[config.mk]
export PLATFORM = sky130hd
export DESIGN_NAME = wb_stage
export DESIGN_NICKNAME = d
export VERILOG_FILES = /design/src/rtl/wb_pkg.sv /design/src/rtl/wb_stage_load_extract.sv /design/src/rtl/wb_stage.sv
export SDC_FILE = /design/constraint.sdc
export NUM_CORES = 1
export LEC_CHECK = 0
export BUFFER_PORTS_ARGS = -buffer_cell sky130_fd_sc_hd__buf_2
export CAP_MARGIN = 20
export CORE_UTILIZATION = 40
export CTS_BUF_LIST = sky130_fd_sc_hd__clkbuf_4 sky130_fd_sc_hd__clkbuf_8
export DETAILED_ROUTE_END_ITERATION = 12
export GPL_TIMING_DRIVEN = 0
export HOLD_SLACK_MARGIN = 0.08
export PLACE_DENSITY = 0.81
export SLEW_MARGIN = 15
export SYNTH_ARGS = -nofsm -noshare
export SYNTH_HDL_FRONTEND = slang
export SYNTH_SLANG_ARGS = --single-unit
[constraint.sdc]
create_clock -name clk -period 1.7 [get_ports clk]
set_input_delay 0.255 -clock clk [delete_from_list [all_inputs] [get_ports clk]]
set_output_delay 0.255 -clock clk [all_outputs]
set_load 0.01 [all_outputs]
[src/rtl/wb_pkg.sv]
// Shared writeback-stage definitions: wb_sel codes, load funct3 encodings and FSM states.
package wb_pkg;

    localparam logic [1:0] WB_MEM = 2'd0;
    localparam logic [1:0] WB_ALU = 2'd1;
    localparam logic [1:0] WB_PC4 = 2'd2;
    localparam logic [1:0] WB_CSR = 2'd3;

    localparam logic [2:0] F3_LB  = 3'b000;
    localparam logic [2:0] F3_LH  = 3'b001;
    localparam logic [2:0] F3_LW  = 3'b010;
    localparam logic [2:0] F3_LD  = 3'b011;
    localparam logic [2:0] F3_LBU = 3'b100;
    localparam logic [2:0] F3_LHU = 3'b101;
    localparam logic [2:0] F3_LWU = 3'b110;

    typedef enum logic {
        IDLE = 1'b0,
        WAIT = 1'b1
    } wb_state_e;

endpackage

[src/rtl/wb_stage_load_extract.sv]
// Combinational load extraction: lane select, sign/zero extension, misaligned/illegal flag.
module load_extract
    import wb_pkg::*;
#(
    parameter  int unsigned DATAW = 32,
    localparam int unsigned OFFW  = $clog2(DATAW / 8)
) (
    input  logic [DATAW-1:0] i_raw,
    input  logic [2:0]       i_funct3,
    input  logic [OFFW-1:0]  i_off,
    output logic [DATAW-1:0] o_data_c,
    output logic             o_bad_c
);

    logic [DATAW-1:0] w_sh;

    // Bring the addressed lane down to bit 0.
    assign w_sh = i_raw >> {i_off, 3'b000};

    always_comb begin
        o_data_c = '0;
        o_bad_c  = 1'b0;
        case (i_funct3)
            F3_LB:  o_data_c = DATAW'($signed(w_sh[7:0]));
            F3_LBU: o_data_c = DATAW'(w_sh[7:0]);
            F3_LH: begin
                o_data_c = DATAW'($signed(w_sh[15:0]));
                o_bad_c  = i_off[0];
            end
            F3_LHU: begin
                o_data_c = DATAW'(w_sh[15:0]);
                o_bad_c  = i_off[0];
            end
            F3_LW: begin
                o_data_c = DATAW'($signed(w_sh[31:0]));
                o_bad_c  = (i_off[1:0] != 2'b00);
            end
            F3_LWU: begin
                o_data_c = DATAW'(w_sh[31:0]);
                o_bad_c  = (DATAW != 64) || (i_off[1:0] != 2'b00);
            end
            F3_LD: begin
                o_data_c = w_sh;
                o_bad_c  = (DATAW != 64) || (i_off != '0);
            end
            default: o_bad_c = 1'b1;
        endcase
    end

endmodule

[src/rtl/wb_stage.sv]
// Registered writeback stage with load extraction and memory-response wait/timeout.
// Optional WB_CSR_EN: adds csr_rdata, written for wb_sel=3 (otherwise zero is written).
module wb_stage
    import wb_pkg::*;
#(
    parameter  int unsigned DATAW       = 32,
    parameter  int unsigned REGW        = 5,
    parameter  int unsigned MEM_TIMEOUT = 15,
    localparam int unsigned OFFW        = $clog2(DATAW / 8),
    localparam int unsigned CNTW        = $clog2(MEM_TIMEOUT + 1)
) (
    input  logic             clk,
    input  logic             rst,
    input  logic             in_valid,
    output logic             in_ready,
    input  logic [DATAW-1:0] alu,
    input  logic [DATAW-1:0] pc4,
    input  logic [1:0]       wb_sel,
    input  logic [2:0]       funct3,
    input  logic [OFFW-1:0]  byte_off,
    input  logic [REGW-1:0]  rd_addr,
    input  logic             rd_we,
    input  logic             mem_rsp_valid,
    input  logic [DATAW-1:0] mem_rsp_data,
`ifdef WB_CSR_EN
    input  logic [DATAW-1:0] csr_rdata,
`endif
    output logic             rf_we,
    output logic [REGW-1:0]  rf_waddr,
    output logic [DATAW-1:0] rf_wdata,
    output logic             err
);

    wb_state_e        r_state, w_state_nxt;
    logic [CNTW-1:0]  r_cnt, w_cnt_nxt;
    logic [REGW-1:0]  r_rd_addr, w_rd_addr_nxt;
    logic             r_rd_we, w_rd_we_nxt;
    logic [2:0]       r_funct3, w_funct3_nxt;
    logic [OFFW-1:0]  r_byte_off, w_byte_off_nxt;
    logic             w_rf_we_nxt;
    logic [REGW-1:0]  w_rf_waddr_nxt;
    logic [DATAW-1:0] w_rf_wdata_nxt;
    logic             w_err_nxt;

    logic             w_accept;
    logic [2:0]       w_x_funct3;
    logic [OFFW-1:0]  w_x_off;
    logic [DATAW-1:0] w_ld_data;
    logic             w_ld_bad;
    logic [DATAW-1:0] w_csr_val;
    logic [REGW-1:0]  w_cmp_rd;
    logic             w_cmp_we;

`ifdef WB_CSR_EN
    assign w_csr_val = csr_rdata;
`else
    assign w_csr_val = '0;
`endif

    assign in_ready = (r_state == IDLE);
    assign w_accept = in_valid && in_ready;

    // In WAIT the load shape comes from the latched op, otherwise from the live inputs.
    assign w_x_funct3 = (r_state == WAIT) ? r_funct3   : funct3;
    assign w_x_off    = (r_state == WAIT) ? r_byte_off : byte_off;
    assign w_cmp_rd   = (r_state == WAIT) ? r_rd_addr  : rd_addr;
    assign w_cmp_we   = (r_state == WAIT) ? r_rd_we    : rd_we;

    load_extract #(.DATAW(DATAW)) u_load_extract (
        .i_raw    (mem_rsp_data),
        .i_funct3 (w_x_funct3),
        .i_off    (w_x_off),
        .o_data_c (w_ld_data),
        .o_bad_c  (w_ld_bad)
    );

    always_comb begin
        w_state_nxt    = r_state;
        w_cnt_nxt      = r_cnt;
        w_rd_addr_nxt  = r_rd_addr;
        w_rd_we_nxt    = r_rd_we;
        w_funct3_nxt   = r_funct3;
        w_byte_off_nxt = r_byte_off;
        w_rf_we_nxt    = 1'b0;
        w_rf_waddr_nxt = rf_waddr;
        w_rf_wdata_nxt = rf_wdata;
        w_err_nxt      = 1'b0;
        case (r_state)
            IDLE: begin
                if (w_accept) begin
                    if (wb_sel != WB_MEM) begin
                        w_rf_we_nxt    = rd_we && (rd_addr != '0);
                        w_rf_waddr_nxt = rd_addr;
                        case (wb_sel)
                            WB_ALU:  w_rf_wdata_nxt = alu;
                            WB_PC4:  w_rf_wdata_nxt = pc4;
                            default: w_rf_wdata_nxt = w_csr_val;
                        endcase
                    end else if (!mem_rsp_valid) begin
                        w_state_nxt    = WAIT;
                        w_cnt_nxt      = '0;
                        w_rd_addr_nxt  = rd_addr;
                        w_rd_we_nxt    = rd_we;
                        w_funct3_nxt   = funct3;
                        w_byte_off_nxt = byte_off;
                    end else if (w_ld_bad) begin
                        w_err_nxt = 1'b1;
                    end else begin
                        w_rf_we_nxt    = w_cmp_we && (w_cmp_rd != '0);
                        w_rf_waddr_nxt = w_cmp_rd;
                        w_rf_wdata_nxt = w_ld_data;
                    end
                end
            end
            WAIT: begin
                w_cnt_nxt = r_cnt + CNTW'(1);
                if (mem_rsp_valid) begin
                    w_state_nxt = IDLE;
                    if (w_ld_bad) begin
                        w_err_nxt = 1'b1;
                    end else begin
                        w_rf_we_nxt    = w_cmp_we && (w_cmp_rd != '0);
                        w_rf_waddr_nxt = w_cmp_rd;
                        w_rf_wdata_nxt = w_ld_data;
                    end
                end else if (r_cnt == CNTW'(MEM_TIMEOUT - 1)) begin
                    w_state_nxt = IDLE;
                    w_err_nxt   = 1'b1;
                end
            end
            default: w_state_nxt = IDLE;
        endcase
    end

    always_ff @(posedge clk or posedge rst) begin
        if (rst) begin
            r_state    <= IDLE;
            r_cnt      <= '0;
            r_rd_addr  <= '0;
            r_rd_we    <= 1'b0;
            r_funct3   <= '0;
            r_byte_off <= '0;
            rf_we      <= 1'b0;
            rf_waddr   <= '0;
            rf_wdata   <= '0;
            err        <= 1'b0;
        end else begin
            r_state    <= w_state_nxt;
            r_cnt      <= w_cnt_nxt;
            r_rd_addr  <= w_rd_addr_nxt;
            r_rd_we    <= w_rd_we_nxt;
            r_funct3   <= w_funct3_nxt;
            r_byte_off <= w_byte_off_nxt;
            rf_we      <= w_rf_we_nxt;
            rf_waddr   <= w_rf_waddr_nxt;
            rf_wdata   <= w_rf_wdata_nxt;
            err        <= w_err_nxt;
        end
    end

endmodule

==> flow_summary_export.csv, run 1 <==
group,metric,value,unit
run_status,status,"complete, but fails checks",
run_status,violations,"setup timing",
grt,antenna_found_initial,0,
detailed_routing,wire_per_inst,19.9,µm
critical_path,critPathSlowestCell,"dfrtp_2",
pwr,report.power.total,4.76,mW
yosys,yosys-top-cells-area,"dfrtp_1, nand2_1, a22o_1",
sta,slew_headroom,0.554,
cells_and_area,drive_above_1_share,0.474,
critical_path,cp.arrival,2340,ps
clock_network,insertion_delay,330,ps
yosys,yosysWarnings,0,
hold_path,hp-class,"primary input to flip-flop",
placed_design,placed_cell_area,4870,µm²
floorplan,pin_count,153,
pwr,p_leak,2.53,nW
critical_path,timing.rr.start,"r_state",
sta,layout_setup_ws,-413,ps
sta,worst-slew-pin-transition,669,ps
grt,overflow,0,
critical_path,worst-path-buf-inv,1,
clock_network,cts_buffers,5,
critical_path,worstPathRequired,1930,ps
yosys,avgSynthCellArea,8.80,µm²
critical_path,critical_path.endpoint,"rf_wdata[14]",
yosys,synth_edf_count,0,
grt,grt_pass1_vias,4259,
yosys,synth_cell_type_count,57,
cells_and_area,area_delta_synth_final,44.9,%
detailed_routing,vias,4614,
yosys,synthesis.area,3900,µm²
sta,rsz0062_at_grt,"yes",
detailed_routing,remaining_drc_errors,0,
cells_and_area,final_area,5650,µm²
critical_path,timing.critical_path.depth,7,
grt,grt_first_pass_wirelength,21.2,mm
yosys,synth_top_area_frac,0.353,
sta,setup_violations,39,
critical_path,reg2reg_depth,7,
detailed_routing,antenna_left,0,
sta,skew,17.7,ps
yosys,synth_largest_area_cell,"dfrtp_1",
critical_path,cp-start-kind,"flip-flop",
detailed_routing,drt_iter0_drc,380,
critical_path,r2r_slack,-410,ps
yosys,syn_nets,561,
floorplan,die_area,10100,µm²
critical_path,cp-end-kind,"flip-flop",
yosys,synth_seq_cells,55,
floorplan,rows,35,
cells_and_area,num-nets-final,744,
sta,period_needed,2110,ps
cells_and_area,final_cell_mix,"buf_2, nand2_1, dfrtp_1, a21oi_1, a22o_1",
yosys,async_flop_share,1.00,
clock_network,cts_root_buf,"clkbuf_8",
detailed_routing,viasPerCell,6.10,
clock_network,cts_tree,"built",
clock_network,clock-sinks,55,
cells_and_area,mostFrequentLayoutCell,"buf_2",
sta,fmax,0.473,GHz
critical_path,crit_family,"multiplexers",
floorplan,die_height,101,µm
placed_design,dpl.hpwl,10.1,mm
critical_path,startpoint,"r_state",
job,maxCapViolCount,0,
floorplan,start_util,0.418,
yosys,ys.flop_type,"dfrtp_1",
yosys,ys_seq_area_frac,0.353,
critical_path,path_class,"flip-flop to flip-flop",
clock_network,cts.clk_slew.worst_paths,120,ps
placed_design,portBuffers,151,
detailed_routing,dr.pass1.iters,6,
floorplan,die_x,101,µm
critical_path,path_cells,"mux2i_4 -> buf_6 -> mux2i_1 -> a211oi_1 -> nor2_2 -> a22oi_1 -> a221o_1",
grt,track_usage,0.271,
clock_network,cts_buffer_depth,2,
detailed_routing,routed_wl,15.0,mm
critical_path,r2r-end,"rf_wdata[14]",
clock_network,ctsHtreeMaxLevel,2,
floorplan,core,9330,µm²
sta,hold_violations,0,
sta,final_max_slew_viol_count,0,
critical_path,crit_fanout,10,
critical_path,slowest_delay,460,ps
sta,timing.final.crit_share,1.24,
cells_and_area,antenna_cells,0,
placed_design,gp_congestion,0.917,
placed_design,place_ws,-483,ps
grt,grt_max_degree,30,
pwr,peakVddDrop,455,µV
pwr,power-per-cell-area,842,nW/µm²
yosys,syn_inst,443,
-- layer usage --
layer / track usage / part of all wire / vias up
met1: 0.316 / 0.37 / 2151
li1: - / - / 2031
met4: 0.164 / 0.063 / 0
met2: 0.457 / 0.48 / 354
met5: 0 / 0 / -
met3: 0.0569 / 0.091 / 78
-- cell usage after synthesis (2+ instances only) --
cell type / n
a211oi_1: 8
a211oi_2: 8
a21oi_1: 36
a221o_1: 8
a222oi_1: 4
a22o_1: 26
a22oi_1: 15
a31oi_1: 8
and3_1: 2
buf_1: 4
buf_2: 7
buf_4: 3
buf_6: 3
clkbuf_1: 12
dfrtp_1: 55
ha_1: 5
inv_1: 10
mux2_2: 11
mux2i_1: 14
mux2i_2: 2
nand2_1: 80
nand2b_1: 4
nand3_1: 4
nor2_1: 28
nor2_2: 2
nor2b_1: 6
nor3_1: 2
nor4_2: 2
o211ai_1: 2
o21ai_0: 18
o21ai_1: 19
o21bai_1: 2
o221a_1: 8
xnor2_1: 2
-- worst min path at each step --
stage	from	end	slack (ps)	cells past startpoint
final	rd_addr[3]	rf_waddr[3]	190	3
after global routing	rd_addr[0]	r_rd_addr[0]	190	2
after CTS	rd_addr[3]	rf_waddr[3]	180	3
after detailed placement	rst	rf_wdata[9]	380	2
after global placement	rf_waddr[4]	rf_waddr[4]	460	2
after floorplan	rd_addr[1]	rf_waddr[1]	400	2
-- state kept, by name (all words and copies together) (netlist names) --
name	cells
r_cnt	4
r_funct3	3
r_rd_we	1
r_rd_addr	5
r_state	1
rf_we	1
rf_waddr	5
rf_wdata	32
err	1
r_byte_off	2
-- final cells by class --
class	instances	area (µm²)
Fill cell	730	3670
Clock buffer	5	68.8
Clock inverter	3	33.8
Multi-Input combinational cell	349	2740
Buffer	26	184
Inverter	11	41.3
Timing Repair Buffer	178	1040
Tap cell	129	161
Sequential cell	55	1380
-- worst register-to-register path, cell delays in order, from the launching register on --
cell	delay [ps]
dfrtp_2	460
mux2i_4	350
buf_6	230
mux2i_1	320
a211oi_1	140
nor2_2	140
a22oi_1	110
a221o_1	270
-- power breakdown --
part           internal, mW  leakage, nW  switching, mW
Clock                 0.315       0.0519          0.516
Sequential             1.60        0.673          0.264
Combinational         0.930         1.80           1.13
-- cells by family (layout without fill, tap and decap cells) --
kind of cell	Yosys count	after routing	share of synthesized area
muxes	28	28	0.0786
buffers and inverters	40	223	0.0494
AOI/OAI and AO/OA	177	178	0.342
and+or+nand+nor	136	136	0.156
adders and majority gates	5	5	0.0160
xor gates and xnor gates	2	2	0.00449
DFF	55	55	0.353
-- metrics by stage --
stage / hold slack, ps / std cells / TNS [ps] / utilization
final: 194 / 756 / -11200 / 0.606
after global routing: 192 / 756 / -13300 / 0.606
after CTS: 184 / 751 / -9120 / 0.581
after detailed placement: 385 / 724 / -18740 / 0.522
after global placement: 459 / 723 / -46590 / 0.520
after floorplan: 399 / 443 / -4100 / -
-- what timing repair did --
item                                   in CTS  in global routing
cloned                                      5                  2
hold buffers                                1                  0
setup endpoints to repair                  51                 51
endpoints found under the hold margin      28                  0
pin swaps                                  25                 27
gates resized for setup                    61                 54
buffers inserted                           14                  7
Note: power is estimated with default switching activity, not from simulation.
==> run 2, diff against run 1 <==
--- a/config.mk
+++ b/config.mk
@@ -6,13 +6,13 @@
 export NUM_CORES = 1
 export LEC_CHECK = 0
 export BUFFER_PORTS_ARGS = -buffer_cell sky130_fd_sc_hd__buf_2
-export CAP_MARGIN = 20
-export CORE_UTILIZATION = 40
+export CAP_MARGIN = 15
+export CORE_UTILIZATION = 30
 export CTS_BUF_LIST = sky130_fd_sc_hd__clkbuf_4 sky130_fd_sc_hd__clkbuf_8
 export DETAILED_ROUTE_END_ITERATION = 12
 export GPL_TIMING_DRIVEN = 0
 export HOLD_SLACK_MARGIN = 0.08
-export PLACE_DENSITY = 0.81
+export PLACE_DENSITY = 0.67
 export SLEW_MARGIN = 15
 export SYNTH_ARGS = -nofsm -noshare
 export SYNTH_HDL_FRONTEND = slang
==> run 2 against run 1 <==
  * The run still ends with setup timing left
  * Non-clock buffer count down 4
  * Critical path depth is 1 higher
  * Clock skew is 4.8 ps lower
  * Register-to-register slack hardly changed
  * Combinational power down 9%
  * Largest cell class unchanged
==> flow_summary_export.csv, run 2 (synthesized netlist as in run 1, its figures left out) <==
group,metric,value,unit
run_status,status,"complete, but fails checks",
run_status,violations,"setup timing",
pwr,peakVddDrop,344,µV
floorplan,pin_count,153,
cells_and_area,area_delta_synth_final,41.0,%
grt,use_met2,0.325,
cells_and_area,num-nets-final,739,
critical_path,critPathSlowestCell,"dfrtp_2",
floorplan,die_area,13500,µm²
clock_network,cts_root_buf,"clkbuf_8",
detailed_routing,viasPerCell,5.39,
critical_path,reg2reg_depth,8,
floorplan,core,12700,µm²
critical_path,cp.arrival,2320,ps
hold_path,worstHoldEndpoint,"r_rd_addr[4]",
grt,overflow,0,
cells_and_area,finish.utilization,0.434,
critical_path,worstPathRequired,1910,ps
sta,slew_headroom,0.450,
hold_path,hold-path-cell-count,2,
cells_and_area,final_area,5500,µm²
floorplan,start_util,0.308,
floorplan,die_height,116,µm
critical_path,path_common_cell,"buf_8",
sta,fmax,0.476,GHz
job,maxCapViolCount,0,
cells_and_area,drive_above_1_share,0.437,
critical_path,cp-start-kind,"flip-flop",
critical_path,crit_fanout,5,
hold_path,hp-class,"primary input to flip-flop",
grt,grt_max_degree,30,
detailed_routing,remaining_drc_errors,0,
critical_path,r2r-end,"rf_wdata[9]",
detailed_routing,routed_wl,13.6,mm
cells_and_area,mostFrequentLayoutCell,"buf_2",
grt,grt_busiest_layer,"met2",
clock_network,ctsHtreeMaxLevel,2,
cells_and_area,top_register,"rf_wdata",
detailed_routing,vias,4289,
pwr,report.power.total,4.65,mW
grt,grt_first_pass_wirelength,20.5,mm
pwr,power-per-cell-area,845,nW/µm²
clock_network,clock-sinks,55,
floorplan,die_x,116,µm
clock_network,cts.clk_slew.worst_paths,100,ps
floorplan,rows,41,
sta,hold_violations,0,
critical_path,r2r_slack,-400,ps
critical_path,slowest_delay,490,ps
sta,skew,12.9,ps
placed_design,dpl.hpwl,10.6,mm
critical_path,worst-path-buf-inv,2,
clock_network,insertion_delay,320,ps
detailed_routing,drt_iter0_drc,289,
sta,rsz0062_at_grt,"yes",
detailed_routing,antenna_left,0,
clock_network,cts_buffer_depth,2,
cells_and_area,final_cell_mix,"buf_2, nand2_1, dfrtp_1, a21oi_1, a22o_1",
detailed_routing,wire_per_inst,17.1,µm
placed_design,gp_congestion,0.899,
detailed_routing,dr.pass1.iters,5,
critical_path,path_class,"flip-flop to flip-flop",
grt,track_usage,0.197,
cells_and_area,largest_reg_flops,32,
critical_path,crit_family,"compound AO/OA/AOI/OAI gates",
grt,grt_pass1_vias,3983,
critical_path,path_cells,"buf_8 -> a2111oi_4 -> a21oi_2 -> o21a_4 -> buf_8 -> nor2_1 -> a22oi_1 -> a221o_1",
cells_and_area,largest_registers,"rf_wdata (32), r_rd_addr (5), rf_waddr (5)",
sta,setup_violations,39,
sta,worst-slew-pin-transition,825,ps
critical_path,cp-end-kind,"flip-flop",
pwr,p_leak,2.51,nW
sta,period_needed,2100,ps
sta,layout_setup_ws,-403,ps
clock_network,cts_tree,"built",
grt,use_met1,0.260,
grt,grt.met3_usage,0.0361,
critical_path,timing.rr.start,"r_state",
placed_design,placed_cell_area,4920,µm²
hold_path,min_from,"rd_addr[4]",
sta,final_max_slew_viol_count,0,
sta,timing.final.crit_share,1.24,
grt,antenna_found_initial,1,
clock_network,cts_buffers,5,
placed_design,portBuffers,151,
[run 2: where the power goes]
part | internal (mW) | switching (mW)
Combinational | 0.868 | 0.997
Sequential | 1.61 | 0.253
Clock | 0.477 | 0.445
[run 2: worst max-delay path by stage]
stage              start           end  slack [ps]  cells past startpoint
6_report         r_state   rf_wdata[9]        -400                      8
5_1_grt          r_state  rf_wdata[10]        -480                      8
4_1_cts          r_state  rf_wdata[11]        -320                      8
3_5_place_dp   wb_sel[0]  rf_wdata[11]        -600                      9
3_3_place_gp         rst  rf_wdata[24]        -610                      2
2_1_floorplan    r_state  rf_wdata[24]        -160                      7
[run 2: stage by stage]
stage / std cells / worst slack [ps] / hold WS (ps) / setup TNS, ps
6_report: 795 / -403 / 197 / -11140
4_1_cts: 788 / -322 / 194 / -8890
3_5_place_dp: 767 / -600 / 392 / -22660
2_1_floorplan: 443 / -161 / 399 / -4100
3_3_place_gp: 766 / -614 / 450 / -53000
5_1_grt: 794 / -479 / 200 / -14740
[run 2: layout make-up]
class / instances / area (µm²)
Fill cell: 1285 / 7170
Multi-Input combinational cell: 348 / 2540
Sequential cell: 55 / 1380
Timing Repair Buffer: 171 / 976
Buffer: 29 / 230
Tap cell: 172 / 215
Clock buffer: 6 / 82.6
Inverter: 11 / 41.3
Clock inverter: 2 / 35.0
Antenna cell: 1 / 2.50
[run 2: metal layers]
metal | wire length (µm) | share of wire | up-vias
li1 | - | - | 2020
met1 | 5800 | 0.43 | 2060
met2 | 6580 | 0.48 | 185
met3 | 940 | 0.069 | 24
met4 | 301 | 0.022 | 0
met5 | 0 | 0 | -
[run 2: repair_timing]
action                     in CTS  in global routing
hold endpoints to repair       28                  0
gates cloned                    0                  3
gates resized for setup        43                 29
setup endpoints to repair      51                 50
buffers inserted               12                  3
hold buffers                    1                  0
pin swaps                       4                  7
==> run 3, diff against run 2 <==
--- a/config.mk
+++ b/config.mk
@@ -5,7 +5,7 @@
 export SDC_FILE = /design/constraint.sdc
 export NUM_CORES = 1
 export LEC_CHECK = 0
-export BUFFER_PORTS_ARGS = -buffer_cell sky130_fd_sc_hd__buf_2
+export BUFFER_PORTS_ARGS = -buffer_cell sky130_fd_sc_hd__buf_4
 export CAP_MARGIN = 15
 export CORE_UTILIZATION = 30
 export CTS_BUF_LIST = sky130_fd_sc_hd__clkbuf_4 sky130_fd_sc_hd__clkbuf_8
==> run 3 against run 2 <==
  * The run still ends with setup timing left
  * Die area unchanged
  * Final area is 6.3% higher
  * Non-clock buffer count shrank 2
  * Global-route usage up 0.55 points
  * Clock power increased by 15%
  * Via count shrank 1.5%
  * Largest power group unchanged
==> flow_summary_export.csv, run 3 (synthesized netlist as in run 1, its figures left out) <==
group,metric,value,unit
run_status,status,"complete, but fails checks",
run_status,violations,"setup timing",
clock_network,insertion_delay,320,ps
grt,track_usage,0.203,
detailed_routing,antenna_left,0,
pwr,power-per-cell-area,845,nW/µm²
detailed_routing,drt_iter0_drc,275,
critical_path,worstPathRequired,1910,ps
detailed_routing,vias,4224,
sta,period_needed,2040,ps
critical_path,cp.arrival,2250,ps
sta,hold_violations,0,
cells_and_area,antenna_cells,0,
placed_design,place_ws,-567,ps
detailed_routing,dr.pass1.iters,6,
critical_path,crit_fanout,10,
clock_network,ctsHtreeMaxLevel,2,
clock_network,cts_tree,"built",
cells_and_area,num-nets-final,738,
critical_path,path_class,"flip-flop to flip-flop",
clock_network,cts_buffer_depth,2,
sta,skew,13.1,ps
floorplan,core,12700,µm²
cells_and_area,largest_registers,"rf_wdata (32), r_rd_addr (5), rf_waddr (5)",
sta,rsz0062_at_grt,"yes",
pwr,p_leak,2.62,nW
placed_design,dpl.hpwl,10.6,mm
pwr,peakVddDrop,331,µV
floorplan,pin_count,153,
critical_path,cp-start-kind,"flip-flop",
cells_and_area,largest_reg_flops,32,
job,maxCapViolCount,0,
clock_network,cts.clk_slew.worst_paths,100,ps
critical_path,cp-end-kind,"flip-flop",
detailed_routing,routed_wl,13.8,mm
clock_network,cts_root_buf,"clkbuf_8",
grt,grt_max_degree,56,
cells_and_area,area_delta_synth_final,49.9,%
cells_and_area,drive_above_1_share,0.433,
detailed_routing,remaining_drc_errors,0,
floorplan,start_util,0.308,
grt,antenna_found_initial,0,
cells_and_area,finish.utilization,0.461,
cells_and_area,fillers,1217,
sta,final_max_slew_viol_count,0,
cells_and_area,top_register,"rf_wdata",
floorplan,die_area,13500,µm²
detailed_routing,viasPerCell,5.33,
cells_and_area,mostFrequentLayoutCell,"buf_4",
clock_network,clock-sinks,55,
detailed_routing,wire_per_inst,17.4,µm
sta,worst-slew-pin-transition,870,ps
placed_design,gp_congestion,0.874,
placed_design,portBuffers,151,
grt,overflow,0,
grt,grt_pass1_vias,4194,
sta,slew_headroom,0.420,
sta,timing.final.crit_share,1.20,
clock_network,cts_buffers,5,
sta,fmax,0.491,GHz
grt,grt_first_pass_wirelength,21.3,mm
floorplan,rows,41,
hold_path,hp-class,"primary input to flip-flop",
sta,setup_violations,39,
floorplan,die_height,116,µm
floorplan,die_x,116,µm
sta,layout_setup_ws,-336,ps
cells_and_area,final_cell_mix,"buf_4, nand2_1, dfrtp_1, a21oi_1, a22o_1",
## run 3: cell types whose count changed in the layout (fill, tap and decap cells not counted), moves of 3 or more
cell     delta
buf_2     -153
buf_4     +152
nor2_2      +7
mux2i_1     +4
nor2_1      -4
mux2i_2     -3
nor2_4      -3
## run 3: per-layer routing
layer,GRT usage,up-vias,wire length [µm]
met3,0.0408,15,1010
met1,0.266,1998,5760
met5,0,-,0
met4,0.0538,0,197
met2,0.340,191,6800
li1,-,2020,-
## run 3: what timing repair did
item | CTS | global route
hold endpoints to repair | 16 | 0
gates resized for setup | 43 | 25
endpoints found under the setup margin | 51 | 49
setup buffers | 12 | 5
pin swaps | 7 | 7
hold buffers | 1 | 0
cloned | 1 | 1
## run 3: stage by stage
stage / cell area [µm²] / hold slack (ps) / cells / TNS [ps] / power [mW]
detailed placement: 5280 / 435 / 766 / -22000 / 3.72
CTS: 5730 / 181 / 788 / -9300 / 4.91
finish: 5850 / 187 / 793 / -9290 / 4.94
global route: 5850 / 187 / 793 / -12920 / 5.22
floorplan: 3930 / 399 / 443 / -4100 / 2.86
global placement: 5280 / 460 / 766 / -58260 / 3.66
## run 3: path summary, 6_finish.rpt
path	cells after the start	slack, ps	to	from
setup / recovery	8	-340	rf_wdata[11]	r_state
hold / removal	3	190	rf_waddr[0]	rd_addr[0]
setup reg to reg	8	-340	rf_wdata[11]	r_state
hold reg to reg	2	490	rf_waddr[4]	rf_waddr[4]
max in group asynchronous	3	590	r_state	rst
min in group asynchronous	3	610	rf_wdata[11]	rst
## run 3: power breakdown
group	total [mW]	internal (mW)	switching, mW
clock network	1.06	0.605	0.451
logic	2.02	1.03	0.995
registers	1.87	1.60	0.261
## run 3: area by class of cell
cell class                      instances  area (µm²)  share of cell area
Multi-Input combinational cell        349        2530               0.434
Timing Repair Buffer                  170        1320               0.225
Clock inverter                          2        60.1              0.0103
Tap cell                              172         215              0.0368
Clock buffer                            6        76.3              0.0131
Buffer                                 28         224              0.0383
Sequential cell                        55        1380               0.236
Inverter                               11        43.8             0.00749
## run 3: critical path, stage by stage, from the launching register on
cell and delay [ps]:
dfrtp_2 460, buf_8 170, a2111oi_4 300, a21oi_2 90, o21a_2 250, buf_6 160
nor2_2 130, a22oi_1 90, a221o_1 270
